File: config.mk
export PLATFORM = sky130hd
export DESIGN_NAME = tlc_preempt_scheduler_flat
export DESIGN_NICKNAME = d
export VERILOG_FILES = /design/src/rtl/light_package.sv /design/src/rtl/tlc_preempt_scheduler_if.sv /design/src/rtl/tlc_call_memory.sv /design/src/rtl/tlc_preempt_scheduler.sv /design/src/flat_wrapper.sv
export SDC_FILE = /design/constraint.sdc
export NUM_CORES = 1
export LEC_CHECK = 0
export CAP_MARGIN = 30
export CORE_UTILIZATION = 38
export DETAILED_ROUTE_END_ITERATION = 10
export SLEW_MARGIN = 20
export SYNTH_ARGS = -nofsm -noshare
export SYNTH_HDL_FRONTEND = slang
export SYNTH_SLANG_ARGS = --single-unit
File: constraint.sdc
create_clock -name clk -period 5.2 [get_ports clk]
set_input_delay 0.52 -clock clk [delete_from_list [all_inputs] [get_ports clk]]
set_output_delay 0.52 -clock clk [all_outputs]
set_load 0.01 [all_outputs]
File: src/rtl/light_package.sv
// Shared types for the traffic light controller and its preemption front end.
package light_package;

  typedef enum logic [1:0] {
    red    = 2'd0,
    yellow = 2'd1,
    green  = 2'd2
  } colors;

  // Controller phases that can be seized by an emergency vehicle
  typedef enum logic [2:0] {
    PH_ES_WS = 3'd0,
    PH_EL_ES = 3'd1,
    PH_WL_WS = 3'd2,
    PH_WL_EL = 3'd3,
    PH_NS    = 3'd4
  } tlc_phase_t;

  typedef enum logic [1:0] {
    IDLE,
    SEIZE,
    HOLD,
    EXIT
  } psched_state_t;

  // Movement bit positions in every 5-bit movement vector
  localparam int NUM_MOVES = 5;
  localparam int MV_ES = 0;
  localparam int MV_WS = 1;
  localparam int MV_EL = 2;
  localparam int MV_WL = 3;
  localparam int MV_NS = 4;

  // Movements that make up a phase
  function automatic logic [NUM_MOVES-1:0] phase_mask(tlc_phase_t ph);
    logic [NUM_MOVES-1:0] m;
    m = '0;
    case (ph)
      PH_ES_WS: begin m[MV_ES] = 1'b1; m[MV_WS] = 1'b1; end
      PH_EL_ES: begin m[MV_EL] = 1'b1; m[MV_ES] = 1'b1; end
      PH_WL_WS: begin m[MV_WL] = 1'b1; m[MV_WS] = 1'b1; end
      PH_WL_EL: begin m[MV_WL] = 1'b1; m[MV_EL] = 1'b1; end
      PH_NS:    m[MV_NS] = 1'b1;
      default:  m = '0;
    endcase
    return m;
  endfunction

endpackage

File: src/rtl/tlc_preempt_scheduler_if.sv
// Sensor/light/preemption bundle between the intersection side and the scheduler.
interface tlc_preempt_scheduler_if;
  import light_package::*;

  logic  e_str_req, w_str_req, e_left_req, w_left_req, ns_req;
  colors e_str_light, w_str_light, e_left_light, w_left_light, ns_light;
  logic  preempt_req;
  logic  [2:0] preempt_dir;
  logic  e_str_sensor, w_str_sensor, e_left_sensor, w_left_sensor, ns_sensor;
  logic  preempt_active, preempt_done, preempt_fault;

  modport master (
    output e_str_req, w_str_req, e_left_req, w_left_req, ns_req,
    output e_str_light, w_str_light, e_left_light, w_left_light, ns_light,
    output preempt_req, preempt_dir,
    input  e_str_sensor, w_str_sensor, e_left_sensor, w_left_sensor, ns_sensor,
    input  preempt_active, preempt_done, preempt_fault
  );

  modport slave (
    input  e_str_req, w_str_req, e_left_req, w_left_req, ns_req,
    input  e_str_light, w_str_light, e_left_light, w_left_light, ns_light,
    input  preempt_req, preempt_dir,
    output e_str_sensor, w_str_sensor, e_left_sensor, w_left_sensor, ns_sensor,
    output preempt_active, preempt_done, preempt_fault
  );

endinterface

File: src/rtl/tlc_call_memory.sv
// Per-movement call latches: a detector pulse is remembered until the
// movement has been served (its light seen green with no new request).
module tlc_call_memory
  import light_package::*;
(
  input  logic                 clk,
  input  logic                 reset,
  input  logic [NUM_MOVES-1:0] req,
  input  logic [NUM_MOVES-1:0] is_green,
  output logic [NUM_MOVES-1:0] call
);

  // Set beats clear, so a request arriving while green is never lost
  always_ff @(posedge clk or negedge reset) begin
    if (!reset) call <= '0;
    else        call <= req | (call & ~is_green);
  end

endmodule

File: src/rtl/tlc_preempt_scheduler.sv
// Front end for traffic_light_controller: holds vehicle calls and, on an
// emergency request, forces one phase to green, holds it, then hands back.
module tlc_preempt_scheduler
  import light_package::*;
#(
  parameter int HOLD_CYCLES    = 8,
  parameter int TIMEOUT_CYCLES = 40
) (
  input logic                    clk,
  input logic                    reset,
  tlc_preempt_scheduler_if.slave bus
);

  localparam int CNT_MAX = (HOLD_CYCLES > TIMEOUT_CYCLES) ? HOLD_CYCLES : TIMEOUT_CYCLES;
  localparam int CW      = $clog2(CNT_MAX + 1);
  localparam logic [CW-1:0] HOLD_LAST = CW'(HOLD_CYCLES - 1);
  localparam logic [CW-1:0] TO_LAST   = CW'(TIMEOUT_CYCLES - 1);
  localparam logic [CW-1:0] CNT_SAT   = CW'(CNT_MAX);

  psched_state_t        state;
  tlc_phase_t           dir_q;
  logic                 armed;
  logic [CW-1:0]        cnt, cnt_inc;
  logic [NUM_MOVES-1:0] req, is_green, call, phase_bits, sensors;
  logic                 active_q, done_q, fault_q;

  assign req = {bus.ns_req, bus.w_left_req, bus.e_left_req, bus.w_str_req, bus.e_str_req};
  assign is_green = {bus.ns_light == green, bus.w_left_light == green,
                     bus.e_left_light == green, bus.w_str_light == green,
                     bus.e_str_light == green};
  assign phase_bits = phase_mask(dir_q);
  assign cnt_inc    = (cnt == CNT_SAT) ? cnt : cnt + 1'b1;

  tlc_call_memory u_calls (
    .clk      (clk),
    .reset    (reset),
    .req      (req),
    .is_green (is_green),
    .call     (call)
  );

  // Preemption FSM; sensor mux and status pulses are registered here
  always_ff @(posedge clk or negedge reset) begin
    if (!reset) begin
      state    <= IDLE;
      armed    <= 1'b1;
      dir_q    <= PH_ES_WS;
      cnt      <= '0;
      sensors  <= '0;
      active_q <= 1'b0;
      done_q   <= 1'b0;
      fault_q  <= 1'b0;
    end else begin
      done_q  <= 1'b0;
      fault_q <= 1'b0;
      // Re-arm only once the request line has been seen low
      if (!bus.preempt_req) armed <= 1'b1;
      case (state)
        IDLE: begin
          if (bus.preempt_req && armed && bus.preempt_dir <= 3'd4) begin
            state    <= SEIZE;
            dir_q    <= tlc_phase_t'(bus.preempt_dir);
            cnt      <= '0;
            armed    <= 1'b0;
            active_q <= 1'b1;
            sensors  <= phase_mask(tlc_phase_t'(bus.preempt_dir));
          end else begin
            if (bus.preempt_req && armed) begin
              fault_q <= 1'b1;
              armed   <= 1'b0;
            end
            sensors <= call | req;
          end
        end
        SEIZE: begin
          if ((is_green & phase_bits) == phase_bits) begin
            state <= HOLD;
            cnt   <= '0;
          end else if (cnt == TO_LAST) begin
            state    <= EXIT;
            fault_q  <= 1'b1;
            active_q <= 1'b0;
            sensors  <= call | req;
          end else begin
            cnt <= cnt_inc;
          end
        end
        HOLD: begin
          if (cnt == HOLD_LAST) begin
            state    <= EXIT;
            done_q   <= 1'b1;
            active_q <= 1'b0;
            sensors  <= call | req;
          end else begin
            cnt <= cnt_inc;
          end
        end
        EXIT: begin
          state   <= IDLE;
          sensors <= call | req;
        end
        default: state <= IDLE;
      endcase
    end
  end

  assign bus.e_str_sensor   = sensors[MV_ES];
  assign bus.w_str_sensor   = sensors[MV_WS];
  assign bus.e_left_sensor  = sensors[MV_EL];
  assign bus.w_left_sensor  = sensors[MV_WL];
  assign bus.ns_sensor      = sensors[MV_NS];
  assign bus.preempt_active = active_q;
  assign bus.preempt_done   = done_q;
  assign bus.preempt_fault  = fault_q;

endmodule
File: src/flat_wrapper.sv
// flat-port wrapper written by rule: the top's interface ports become plain ports
module tlc_preempt_scheduler_flat import light_package::*;
#(
  parameter int HOLD_CYCLES    = 8,
  parameter int TIMEOUT_CYCLES = 40
)
  (clk, reset, bus_e_str_req, bus_w_str_req, bus_e_left_req, bus_w_left_req, bus_ns_req, bus_e_str_light, bus_w_str_light, bus_e_left_light, bus_w_left_light, bus_ns_light, bus_preempt_req, bus_preempt_dir, bus_e_str_sensor, bus_w_str_sensor, bus_e_left_sensor, bus_w_left_sensor, bus_ns_sensor, bus_preempt_active, bus_preempt_done, bus_preempt_fault);
  tlc_preempt_scheduler_if bus_i ();
  input logic clk;
  input logic reset;
  input wire logic [$bits(bus_i.e_str_req)-1:0] bus_e_str_req;
  input wire logic [$bits(bus_i.w_str_req)-1:0] bus_w_str_req;
  input wire logic [$bits(bus_i.e_left_req)-1:0] bus_e_left_req;
  input wire logic [$bits(bus_i.w_left_req)-1:0] bus_w_left_req;
  input wire logic [$bits(bus_i.ns_req)-1:0] bus_ns_req;
  input wire logic [$bits(bus_i.e_str_light)-1:0] bus_e_str_light;
  input wire logic [$bits(bus_i.w_str_light)-1:0] bus_w_str_light;
  input wire logic [$bits(bus_i.e_left_light)-1:0] bus_e_left_light;
  input wire logic [$bits(bus_i.w_left_light)-1:0] bus_w_left_light;
  input wire logic [$bits(bus_i.ns_light)-1:0] bus_ns_light;
  input wire logic [$bits(bus_i.preempt_req)-1:0] bus_preempt_req;
  input wire logic [$bits(bus_i.preempt_dir)-1:0] bus_preempt_dir;
  output wire logic [$bits(bus_i.e_str_sensor)-1:0] bus_e_str_sensor;
  output wire logic [$bits(bus_i.w_str_sensor)-1:0] bus_w_str_sensor;
  output wire logic [$bits(bus_i.e_left_sensor)-1:0] bus_e_left_sensor;
  output wire logic [$bits(bus_i.w_left_sensor)-1:0] bus_w_left_sensor;
  output wire logic [$bits(bus_i.ns_sensor)-1:0] bus_ns_sensor;
  output wire logic [$bits(bus_i.preempt_active)-1:0] bus_preempt_active;
  output wire logic [$bits(bus_i.preempt_done)-1:0] bus_preempt_done;
  output wire logic [$bits(bus_i.preempt_fault)-1:0] bus_preempt_fault;
  assign bus_i.e_str_req = bus_e_str_req;
  assign bus_i.w_str_req = bus_w_str_req;
  assign bus_i.e_left_req = bus_e_left_req;
  assign bus_i.w_left_req = bus_w_left_req;
  assign bus_i.ns_req = bus_ns_req;
  assign bus_i.e_str_light = bus_e_str_light;
  assign bus_i.w_str_light = bus_w_str_light;
  assign bus_i.e_left_light = bus_e_left_light;
  assign bus_i.w_left_light = bus_w_left_light;
  assign bus_i.ns_light = bus_ns_light;
  assign bus_i.preempt_req = bus_preempt_req;
  assign bus_i.preempt_dir = bus_preempt_dir;
  assign bus_e_str_sensor = bus_i.e_str_sensor;
  assign bus_w_str_sensor = bus_i.w_str_sensor;
  assign bus_e_left_sensor = bus_i.e_left_sensor;
  assign bus_w_left_sensor = bus_i.w_left_sensor;
  assign bus_ns_sensor = bus_i.ns_sensor;
  assign bus_preempt_active = bus_i.preempt_active;
  assign bus_preempt_done = bus_i.preempt_done;
  assign bus_preempt_fault = bus_i.preempt_fault;
  tlc_preempt_scheduler #(.HOLD_CYCLES(HOLD_CYCLES), .TIMEOUT_CYCLES(TIMEOUT_CYCLES)) u_core (.clk(clk), .reset(reset), .bus(bus_i));
endmodule
==> run metrics <==
status=finished, final reports clean; GPL Wtd Cong=0.753; largest net degree at the start of global routing=26; post-synthesis adder-cell area fraction=6.22%; first-pass GRT wire length=5480 µm; Fillers=320; critical path fanouts, max=8; vias in the first global route=1124; mux share of post-synthesis cell area=5.06%; DR vias/cell=5.21; Reg power frac=36.3%; Clk pwr share=14.6%; Pwr Total=0.824 mW; area leader, netlist=dfrtp_1; Clock transition at path regs=90 ps; crit-path leading delay family=simple AND/OR/NAND/NOR gates; sequential-to-total area share from yosys stat=44.5%; Initial Util=40.9%; CP max stage cell=clkdlybuf4s50_1; DR vias=1142; largest family of logic cells by synthesized area=simple AND/OR/NAND/NOR gates; Startpoint Class=input pin; CP arrival=2520 ps; worst path required time=5360 ps; leakage power=0.750 nW; Hold Path Class=in -> async; Num CTS Buffers=3; initial antenna violation count=0; WL final=3140 µm; delay of the slowest cell on the worst path=460 ps; Antenna Diode Count=0; P&R area growth vs syn=27.2%; Core Footprint=3440 µm²; cell area after placement=1740 µm²; Post-CTS Resized=0; FFs w/ async S/R, synth=100%; Buf/Inv on CP=1; Die W=62.9 µm; max-cap violations=0; Logic pwr share=49.0%; Max VDD drop=291 µV; prevailing post-synth register cell=dfrtp_1; sw frac=38.6%; Post-Synthesis Cell Area=1410 µm²; CTS Root Cell=clkbuf_8; fin crit share=45.3%; Routed wire per std cell=14.4 µm; Final ANT Viol Nets=0; # port buffers=28; most numerous cell in the Yosys netlist=dfrtp_1; clock tree buffer depth=2; Fmax=0.425 GHz; worst-path cell chain=clkdlybuf4s50_1 > or3b_1 > a221oi_2 > nor4_1 > nor2_2 > mux2_2; final std cells w/o fill=219; Sinks on Clock Net=25; Worst-Skew Late Latency=270 ps; CTS Hold Bufs=0; drt drc=0; Syn Nets=168; clock skew=2.15 ps; num ports=29; Pint=0.506 mW; layout cell share with drive strength beyond 1=11.0%; RSZ-0062 raised after global routing=false; DRT iter0 DRCs=72; Sw Pwr=0.318 mW; Final nets=202; Synth top area share=42.6%; DP Wirelength=2430 µm; PD cells=460 nW/µm²; Yosys reg bits=25; syn avg cell area=10.1 µm²; largest cells by area after synthesis=dfrtp_1 43%, o21ai_0 6.7%, ha_1 6.2%, nand2_1 4.5%, mux2_2 4.0%; Cells after DPL=214; Syn Inst Count=140; setup bufs post-CTS=0; htree depth=1; final instance area=1790 µm²; Post-synth top cells=24 x dfrtp_1, 19 x o21ai_0, 17 x nand2_1; Total GRT Usage=17.5%; crit end category=flip-flop; Synth Area in Compound Gates=19.7%; Synth Area in Simple Gates=22.1%; Die H=62.9 µm; Final Max Slew Viols=0; final hold vios=0; first-pass iteration count of the detailed router=4; post-route setup TNS=0 ps; EDFF count, synth=0; Ys Warns=0; xor/xnor share of the synthesized area=0%; Setup-failing EPs final=0; Worst-Margin Slew=550 ps; gr ovfl total=0; fin crit period=2350 ps; multi-input logic area=748 µm²; CTS tree=yes; Rows=21; Seq. cell area=627 µm²; Rel. slew slack=63.3%; Netlist cell types=38; Die ar.=3960 µm²; critical path class=in -> reg
## logic make-up (layout without fill, tap and decap cells)
family / Yosys count / after routing
muxes: 6 / 6
adders and majority gates: 7 / 7
and+or+nand+nor: 53 / 53
AOI/OAI and AO/OA: 40 / 40
DFF: 25 / 25
buffers and inverters: 9 / 42
## state kept, by name (all words and copies together), names as in the netlist
signal                     count
u_core.armed                   1
u_core.dir_q                   3
u_core.sensors                 5
u_core.bus.preempt_done        1
u_core.state                   2
u_core.cnt                     6
u_core.bus.preempt_fault       1
u_core.bus.preempt_active      1
u_core.u_calls.call            5
## worst paths after layout
path	start	end	slack, ps	cells after the start
max in group asynchronous	reset	u_core.armed$_DFF_PN1_	4610	1
max	bus_w_str_light[1]	u_core.sensors[0]$_DFFE_PN0P_	2850	6
min reg2reg	u_core.u_calls.call[2]$_DFF_PN0_	u_core.u_calls.call[2]$_DFF_PN0_	480	1
min	reset	u_core.cnt[0]$_DFFE_PN0P_	220	1
max reg2reg	u_core.dir_q[0]$_DFFE_PN0P_	u_core.sensors[0]$_DFFE_PN0P_	3100	5
min in group clk	u_core.u_calls.call[2]$_DFF_PN0_	u_core.u_calls.call[2]$_DFF_PN0_	480	1
## metrics by stage
| step | setup slack (ps) | utilization (%) | hold WS [ps] |
|---|---|---|---|
| floorplan | 3170 | - | 224 |
| CTS | 2830 | 51.9 | 248 |
| global route | 2700 | 52.1 | 276 |
| detailed placement | 2540 | 50.6 | 461 |
| finish | 2850 | 52.1 | 220 |
| global placement | 2590 | 50.7 | 457 |
## cell type report
| class | count | area share (%) |
|---|---|---|
| clock buffer | 4 | 2.51 |
| timing repair buffer | 29 | 15.6 |
| tap | 46 | 3.21 |
| sequential | 25 | 35.0 |
| inverter | 9 | 1.89 |
| multi-input combinational | 106 | 41.8 |
## cell usage in the layout, fill, tap and decap left out, types with 4 or more instances in the layout
master and instances:
clkdlybuf4s50_1 27, dfrtp_1 24, o21ai_0 19, nand2_1 17, inv_1 9, nand2b_1 7, ha_1 7, a21o_1 6
nand3b_1 5, mux2_2 5, nor2b_1 4
## power by group through the flow
| stage | combinational [mW] | sequential (mW) | clock, mW |
|---|---|---|---|
| after floorplan | 0.260 | 0.302 | 0 |
| after global placement | 0.388 | 0.298 | 0 |
| after detailed placement | 0.402 | 0.302 | 0 |
| after CTS | 0.404 | 0.298 | 0.123 |
| after global routing | 0.455 | 0.306 | 0.133 |
| final | 0.404 | 0.299 | 0.121 |
## layer usage
metal	track usage [%]	wire length, µm	vias up
li1	-	-	564
met1	25.8	1540	549
met2	26.5	1460	25
met3	2.74	120	4
met4	4.36	29	0
met5	0	0	-
Note: power is estimated with default switching activity, not from simulation.
